File: src/rtl/blackjack_pkg.sv
// Shared constants and state encoding for the blackjack card-dealing blocks.
package blackjack_pkg;

    localparam int DECK_SIZE_DEFAULT = 52;
    localparam int CARD_W = 4;
    localparam int ADDR_W = 6;

    typedef enum logic [2:0] {
        ST_WAIT_SHUF = 3'd0,
        ST_IDLE      = 3'd1,
        ST_READ      = 3'd2,
        ST_DELIVER   = 3'd3,
        ST_EMPTY     = 3'd4
    } state_e;

endpackage

File: src/rtl/rr_arb2.sv
// Two-way round-robin chooser: a tie goes to the side that did not win the previous tie.
module rr_arb2 (
    input  logic       clock,
    input  logic       reset,
    input  logic [1:0] req,
    input  logic       take,
    output logic [1:0] grant
);

    // last = 1 means the dealer (req[1]) won the most recent tie
    logic last;

    always_comb begin
        grant = req;
        if (req == 2'b11) begin
            grant = last ? 2'b01 : 2'b10;
        end
    end

    always_ff @(posedge clock) begin
        if (!reset) begin
            last <= 1'b1;
        end else if (take && (req == 2'b11)) begin
            last <= grant[1];
        end
    end

endmodule

File: src/rtl/deck_arbiter.sv
// Deals cards from a shuffled deck memory to player and dealer, one outstanding request each.
module deck_arbiter
    import blackjack_pkg::*;
#(
    parameter int DECK_SIZE    = DECK_SIZE_DEFAULT,
    parameter int READ_LATENCY = 1
) (
    input  logic              clock,
    input  logic              reset,
    input  logic              shuffle_ok,
    input  logic              new_round,
    input  logic              req_player,
    input  logic              req_dealer,
    input  logic [CARD_W-1:0] card_q,
    output logic [ADDR_W-1:0] rd_addr,
    output logic [CARD_W-1:0] card,
    output logic              ack_player,
    output logic              ack_dealer,
    output logic              busy,
    output logic              deck_empty,
    output logic [ADDR_W-1:0] cards_dealt,
    output logic [2:0]        state_dbg
);

    localparam logic [1:0]        LAT_LAST = 2'(READ_LATENCY - 1);
    localparam logic [ADDR_W-1:0] LAST_PTR = ADDR_W'(DECK_SIZE - 1);
    localparam logic [ADDR_W-1:0] FULL_CNT = ADDR_W'(DECK_SIZE);

    state_e            state;
    logic [ADDR_W-1:0] ptr;
    logic [ADDR_W-1:0] dealt;
    logic [1:0]        pend;       // bit 0 player, bit 1 dealer
    logic [1:0]        pend_next;
    logic              target;     // 0 player, 1 dealer
    logic              init_run;
    logic [1:0]        step;
    logic [1:0]        lat_cnt;
    logic [1:0]        grant;
    logic              arb_take;
    logic              read_done;

    assign read_done = (state == ST_READ) && (lat_cnt == LAT_LAST);
    assign arb_take  = (state == ST_IDLE) && !new_round && (pend != 2'b00);

    rr_arb2 u_rr_arb2 (
        .clock (clock),
        .reset (reset),
        .req   (pend),
        .take  (arb_take),
        .grant (grant)
    );

    // Init-deal cards leave the pending flags alone so queued requests survive the deal.
    always_comb begin
        pend_next = pend;
        if (state inside {ST_IDLE, ST_READ, ST_DELIVER}) begin
            if (req_player) pend_next[0] = 1'b1;
            if (req_dealer) pend_next[1] = 1'b1;
        end
        if (read_done && !init_run) begin
            pend_next[target] = 1'b0;
        end
        if ((state == ST_EMPTY) || ((state == ST_DELIVER) && (dealt == FULL_CNT))) begin
            pend_next = 2'b00;
        end
    end

    always_ff @(posedge clock) begin
        if (!reset) begin
            state    <= ST_WAIT_SHUF;
            ptr      <= '0;
            dealt    <= '0;
            pend     <= 2'b00;
            target   <= 1'b0;
            init_run <= 1'b0;
            step     <= 2'd0;
            lat_cnt  <= 2'd0;
            card     <= '0;
        end else if (!shuffle_ok) begin
            state    <= ST_WAIT_SHUF;
            ptr      <= '0;
            dealt    <= '0;
            pend     <= 2'b00;
            init_run <= 1'b0;
            step     <= 2'd0;
            lat_cnt  <= 2'd0;
        end else begin
            pend <= pend_next;
            case (state)
                ST_WAIT_SHUF: state <= ST_IDLE;
                ST_IDLE: begin
                    if (new_round) begin
                        state    <= ST_READ;
                        target   <= 1'b0;
                        init_run <= 1'b1;
                        step     <= 2'd0;
                        lat_cnt  <= 2'd0;
                    end else if (pend != 2'b00) begin
                        state    <= ST_READ;
                        target   <= grant[1];
                        init_run <= 1'b0;
                        lat_cnt  <= 2'd0;
                    end
                end
                // Pointer advances as the card is captured, so the next address is
                // already on rd_addr during DELIVER and memory latency overlaps it.
                ST_READ: begin
                    if (read_done) begin
                        card  <= card_q;
                        dealt <= dealt + ADDR_W'(1);
                        if (ptr != LAST_PTR) ptr <= ptr + ADDR_W'(1);
                        state <= ST_DELIVER;
                    end else begin
                        lat_cnt <= lat_cnt + 2'd1;
                    end
                end
                ST_DELIVER: begin
                    if (dealt == FULL_CNT) begin
                        state    <= ST_EMPTY;
                        init_run <= 1'b0;
                    end else if (init_run && (step != 2'd3)) begin
                        state   <= ST_READ;
                        step    <= step + 2'd1;
                        target  <= ~target;
                        lat_cnt <= 2'd0;
                    end else begin
                        state    <= ST_IDLE;
                        init_run <= 1'b0;
                    end
                end
                ST_EMPTY: state <= ST_EMPTY;
                default:  state <= ST_WAIT_SHUF;
            endcase
        end
    end

    assign rd_addr     = ptr;
    assign ack_player  = (state == ST_DELIVER) && !target;
    assign ack_dealer  = (state == ST_DELIVER) && target;
    assign busy        = (state != ST_IDLE);
    assign deck_empty  = (state == ST_EMPTY);
    assign cards_dealt = dealt;
    assign state_dbg   = state;

endmodule

File: config.mk
export PLATFORM = sky130hd
export DESIGN_NAME = deck_arbiter
export DESIGN_NICKNAME = d
export VERILOG_FILES = /design/src/rtl/blackjack_pkg.sv /design/src/rtl/rr_arb2.sv /design/src/rtl/deck_arbiter.sv
export SDC_FILE = /design/constraint.sdc
export NUM_CORES = 1
export LEC_CHECK = 0
export CAP_MARGIN = 20
export CORE_MARGIN = 3
export CORE_UTILIZATION = 50
export DETAILED_ROUTE_END_ITERATION = 16
export MAX_ROUTING_LAYER = met4
export PLACE_DENSITY = 0.83
export SETUP_SLACK_MARGIN = 0.15
export SLEW_MARGIN = 10
export SYNTH_ARGS = -nofsm -noshare
export SYNTH_HDL_FRONTEND = slang
export SYNTH_SLANG_ARGS = --single-unit
File: constraint.sdc
create_clock -name clock -period 3.6 [get_ports clock]
set_input_delay 0.9 -clock clock [delete_from_list [all_inputs] [get_ports clock]]
set_output_delay 0.9 -clock clock [all_outputs]
set_load 0.05 [all_outputs]
# After elaboration in Yosys (flattened, before gate mapping)
# Cells that the tools add are included.
# op_classes
bitwise	5
eq_ne	16
addsub	4
multipliers	0
n_reduce_logical	29
n_div	0
n_lt_le_gt_ge	2
muxes	34
shift	0
# ops
operator	count
2-bit two-way mux	13
3-bit one-hot mux with 5 select lines	1
6-bit by 1-bit adder with 6-bit output (second input constant)	2
3-bit two-way mux	4
1-bit two-way mux	11
1-bit logical AND	10
2-bit inequality test (second input constant)	5
5-bit AND reduction	2
3-bit AND reduction	3
3-bit by 2-bit equality test with 1-bit output (second input constant)	2
6-bit equality test (second input constant)	1
6-bit inequality test (second input constant)	1
2-bit one-hot mux with 3 select lines	1
2-bit AND reduction	3
2-bit by 1-bit adder with 2-bit output (second input constant)	2
1-bit one-hot mux with 2 select lines	2
2-bit one-hot mux with 2 select lines	1
4-bit AND reduction	1
2-bit nonzero test	2
3-bit by 1-bit equality test with 1-bit output (second input constant)	1
3-bit equality test (second input constant)	1
1-bit logical NOT	3
3-bit logical NOT	1
3-bit by 1-bit inequality test with 1-bit output (second input constant)	1
other kinds (14)	16
# totals
wordCells	100
latch_bits	0
romBits	0
mem_bits_rw	0
ff_bits	28
mem_count	0
out_inout_bits	23
input_bits	10

# Logic depth before layout (Yosys ltp)
# depth
ltp_word	7
ltp_mapped	7
mapped_depth_nobuf	6

# Cells and area by module
# From an unflattened synthesis, not the netlist that was laid out.
# hier_totals
hier_cells	173
area_unflattened_um2	1475.2
# by_module_without_submodules
module	area_per_inst_um2	n_inst	seq_area_each_um2	cells_per_inst
deck_arbiter	1412.6	1	540.5	166
rr_arb2	62.6	1	20.0	7

# Least setup slack after synthesis
# OpenSTA, ideal clock, no wires.
# synth_path
path_type	register to output
start	register state[2] (netlist: state_dbg[2])
end	output deck_empty
path_slack_ns	0.718
required_ns	2.700
path_buffers	0
arrival_time_ns	1.982
path_stages_with_launch	2
path_cell_list	dfxtp_1 -> nor3b_1
# synth_between
elab_chain_len	1
# synth_rtl
item	line	rtl
from (decl)	deck_arbiter.sv:29	state_e state;
from (signal assigned)	deck_arbiter.sv:70	state <= ST_WAIT_SHUF;
from (signal assigned)	deck_arbiter.sv:80	state <= ST_WAIT_SHUF;
from (signal assigned)	deck_arbiter.sv:90	ST_WAIT_SHUF: state <= ST_IDLE;
3-bit equality test	deck_arbiter.sv:141	assign deck_empty = (state == ST_EMPTY);
to (decl)	deck_arbiter.sv:20	output logic deck_empty,
# Every way passes these cells.

# Worst setup path after layout
# layout_path
start	register state[1] (netlist: state_dbg[1])
end	output ack_player
# layout_between
elab_chain_len	2
# layout_rtl
item	line	rtl
3-bit by 2-bit equality test with 1-bit output	deck_arbiter.sv:138	assign ack_player = (state == ST_DELIVER) && !target;
1-bit logical AND	deck_arbiter.sv:138	
to (decl)	deck_arbiter.sv:17	output logic ack_player,
# Every way passes these cells.

==> out/summary.json <==
{
  "run_status": "completed",
  "post_synth_and_or_nand_nor_area_fraction_pct": 27.3,
  "place_hpwl_um": 2360,
  "synthDominantAreaCellType": "dfxtp_1",
  "cts_inserted_buffers": 3,
  "cts_buffer_depth": 2,
  "io_buffer_count": 32,
  "tns_ns": 0,
  "ys_warn_count": 0,
  "power.switching_uw": 117,
  "vias": 1295,
  "dr.max_layer_used": "met4",
  "syn-cell-area_um2": 1410,
  "crit_arrival_ns": 2.30,
  "max_cap_viol_count": 0,
  "num-nets-final": 210,
  "setup_fix_buffers_added_after_clock_tree_synthesis": 0,
  "seqPwrFrac_pct": 64.6,
  "area_used_by_multi_input_combinational_logic_um2": 786,
  "grt_overflow": 0,
  "grt_pass1_wl_um": 5350,
  "postRouteWirelength_um": 3170,
  "mappedNetlistNets": 181,
  "place_congestion": 0.889,
  "grtUsageTotal_pct": 20.1,
  "number_of_pins_exceeding_their_max_slew_limit_in_the_final_report": 0,
  "synth_area_leaders": "dfxtp_1 40%, nand2_1 5.6%, ha_1 4.4%",
  "storage_cell_area_um2": 561,
  "rr_endpoint": "rd_addr[1]$_SDFFE_PN0P_",
  "wl_met1_um": 1320,
  "hold-path-endpoint": "lat_cnt[0]$_SDFFE_PN0P_",
  "min_period_over_period_pct": 89.0,
  "std_cell_rows": 18,
  "min_period_ns": 3.20,
  "final-hold-violation-count": 0,
  "timing.fmax_mhz": 312,
  "syn2layout_area_growth_pct": 25.0,
  "max_stage_delay_ns": 0.82,
  "cts_root_buffer": "clkbuf_4",
  "post-place-cells": 220,
  "worstSetupEndpointType": "output pin",
  "cts-hold-fix-buffers": 0,
  "max-vdd-ir-drop_mv": 0.212,
  "drt_pass1_iterations": 4,
  "pin_count_of_the_biggest_net_entering_global_routing": 26,
  "via_per_inst": 5.81,
  "die_area_um2": 3490,
  "cts_resized": 0,
  "pwr-share-comb_pct": 10.4,
  "netlist_top_cells_count": "28 x dfxtp_1, 21 x nand2_1, 16 x nor2_1",
  "finClkSkew_ns": 0.00255,
  "p_clk_share_pct": 25.0,
  "syn-instance-count": 166,
  "timing.hold.worst_path_depth": 2,
  "swShare_pct": 23.8,
  "largest_family_of_logic_cells_by_synthesized_area": "simple AND/OR/NAND/NOR gates",
  "power_report.internal_total_uw": 373,
  "wl_met3_um": 231,
  "yosys.area_share.adder_pct": 4.44,
  "dieWidth_um": 59.1,
  "p_per_area_nw_per_um2": 278,
  "avgRoutedWirePerCell_um": 14.2,
  "antenna_cells": 0,
  "timing_worst_slew_pin_value_ns": 0.661,
  "critPathTopFamily": "buffers and inverters",
  "synth_top_cell_area_share_pct": 39.8,
  "min_from": "lat_cnt[0]$_SDFFE_PN0P_",
  "clock_sinks": 28,
  "drc": 0,
  "worst_slew_margin_rel_pct": 55.9,
  "core_area_um2": 2570,
  "drt.antenna.violating_nets": 0,
  "initialDrtViolationCount": 86,
  "synth-compound-area-share_pct": 16.3,
  "ctsHtreeMaxLevel": 1,
  "die-height_um": 59.1,
  "path_class": "flip-flop to output pin",
  "instances_no_fill": 223,
  "cts_tree": "done",
  "yosys.area_share.xor_xnor_pct": 5.60,
  "critPathSlowestCell": "clkdlybuf4s50_1",
  "worst-r2r-cell-count": 4,
  "crit_required_ns": 2.70,
  "chain_of_cells_forming_the_critical_path": "nand2_1 > nor2_1 > clkdlybuf4s50_1",
  "fillers": 214,
  "first_global_vias": 1212,
  "synth.avg_cell_area_um2": 8.49,
  "ys_ff_latch": 28,
  "start_util_pct": 54.9,
  "critical_path_peak_fanout": 25,
  "ys_async_sr_fraction_pct": 0,
  "worst_setup_hold_path_clk_slew_ns": 0.14,
  "synth_sequential_area_ratio_pct": 39.8,
  "holdWs_ns": 0.475,
  "antenna_found_initial": 0,
  "total_leakage_power_nw": 0.621,
  "beginning_of_the_worst_register_to_register_path": "state_dbg[1]$_SDFFE_PN0P_",
  "worstSkewPairLatency_ns": 0.31,
  "synth_edf_count": 0,
  "synth_ff_type": "dfxtp_1",
  "route.met2.wl_um": 1580,
  "startpoint_type": "flip-flop",
  "timing.hold.worst.class": "flip-flop to flip-flop",
  "post_synth_mux_area_share_pct": 2.13,
  "rsz0062_at_grt": "no",
  "layout-drive-gt1-share_pct": 4.15,
  "setup_viol_count_final": 0,
  "worstPathBufferInverterCount": 1,
  "yosysUniqueCellTypes": 42,
  "rrSetupSlack_ns": 1.61,
  "top_level_ports": 33,
  "yosys.cell_count.top_type": "dfxtp_1"
}
==> registers in the layout, summed over array words and instances, names as in the netlist <==
name and flops:
pend 2, u_rr_arb2.last 1, cards_dealt 6, lat_cnt 2
init_run 1, card 4, step 2, state_dbg 3
rd_addr 6, target 1
==> routing by layer <==
layer	up-vias	global-route usage (%)
met5	-	-
met4	0	4.85
met3	5	3.05
met2	44	34.2
met1	604	24.8
li1	642	-
==> worst max path at each step <==
stage / slack (ns) / end / startpoint / cells after the start
after floorplan: 0.72 / deck_empty / state_dbg[2]$_SDFFE_PN0P_ / 1
after global placement: 0.82 / ack_player / state_dbg[1]$_SDFFE_PN0P_ / 3
after detailed placement: 0.77 / ack_player / state_dbg[1]$_SDFFE_PN0P_ / 3
after CTS: 0.41 / ack_player / state_dbg[1]$_SDFFE_PN0P_ / 3
after global routing: 0.23 / ack_player / state_dbg[1]$_SDFFE_PN0P_ / 3
final: 0.40 / ack_player / state_dbg[1]$_SDFFE_PN0P_ / 3
==> metrics by stage <==
stage	power (mW)	instance area, µm²	setup WS [ns]	utilization [%]
floorplan	0.353	1410	0.718	-
global placement	0.372	1740	0.816	67.7
detailed placement	0.373	1740	0.774	67.7
CTS	0.495	1760	0.407	68.6
global route	0.513	1760	0.228	68.6
finish	0.490	1760	0.396	68.6
==> kinds of logic after synthesis <==
| family | after synthesis |
|---|---|
| AND/OR/NAND/NOR | 75 |
| AO/OA/AOI/OAI | 30 |
| flip-flops | 28 |
| buffers and inverters | 16 |
| XOR/XNOR | 9 |
| adder cells (fa/ha/maj) | 5 |
| multiplexers | 3 |
==> worst register-to-register path: stages, from the launching register on <==
cell       delay [ns]
dfxtp_1          0.77
nand4bb_1        0.46
a41oi_2          0.39
mux2i_1          0.22
nor2_1           0.05
==> placed cells by master (no fill, tap or decap), types with 2 or more instances in the layout <==
cell type,Yosys,routed
nor3_1,2,2
a21boi_0,4,4
o21ai_0,3,3
nand3_1,7,7
and2_1,3,3
nor2b_1,3,3
xor2_1,7,7
o2111a_1,2,2
ha_1,5,5
and3_1,4,4
a21oi_1,7,7
nand4_1,9,9
clkbuf_4,0,3
nand2_1,21,21
mux2i_1,3,3
dfxtp_1,28,28
inv_1,7,7
clkdlybuf4s50_1,0,32
xnor2_1,2,2
nand2b_1,3,3
nor2_1,16,16
==> area by class of cell <==
type | count | share of cell area (%)
Sequential cell | 28 | 31.8
Clock buffer | 3 | 1.28
Timing Repair Buffer | 33 | 18.6
Inverter | 7 | 1.49
Tap cell | 30 | 2.13
Multi-Input combinational cell | 122 | 44.6
==> power groups by stage <==
stage | clock [mW] | sequential [mW] | combinational, mW
finish | 0.122 | 0.316 | 0.0511
global route | 0.140 | 0.317 | 0.0555
CTS | 0.128 | 0.316 | 0.0510
detailed placement | 0 | 0.323 | 0.0505
global placement | 0 | 0.322 | 0.0499
floorplan | 0 | 0.326 | 0.0267
Note: power is estimated with default switching activity, not from simulation.
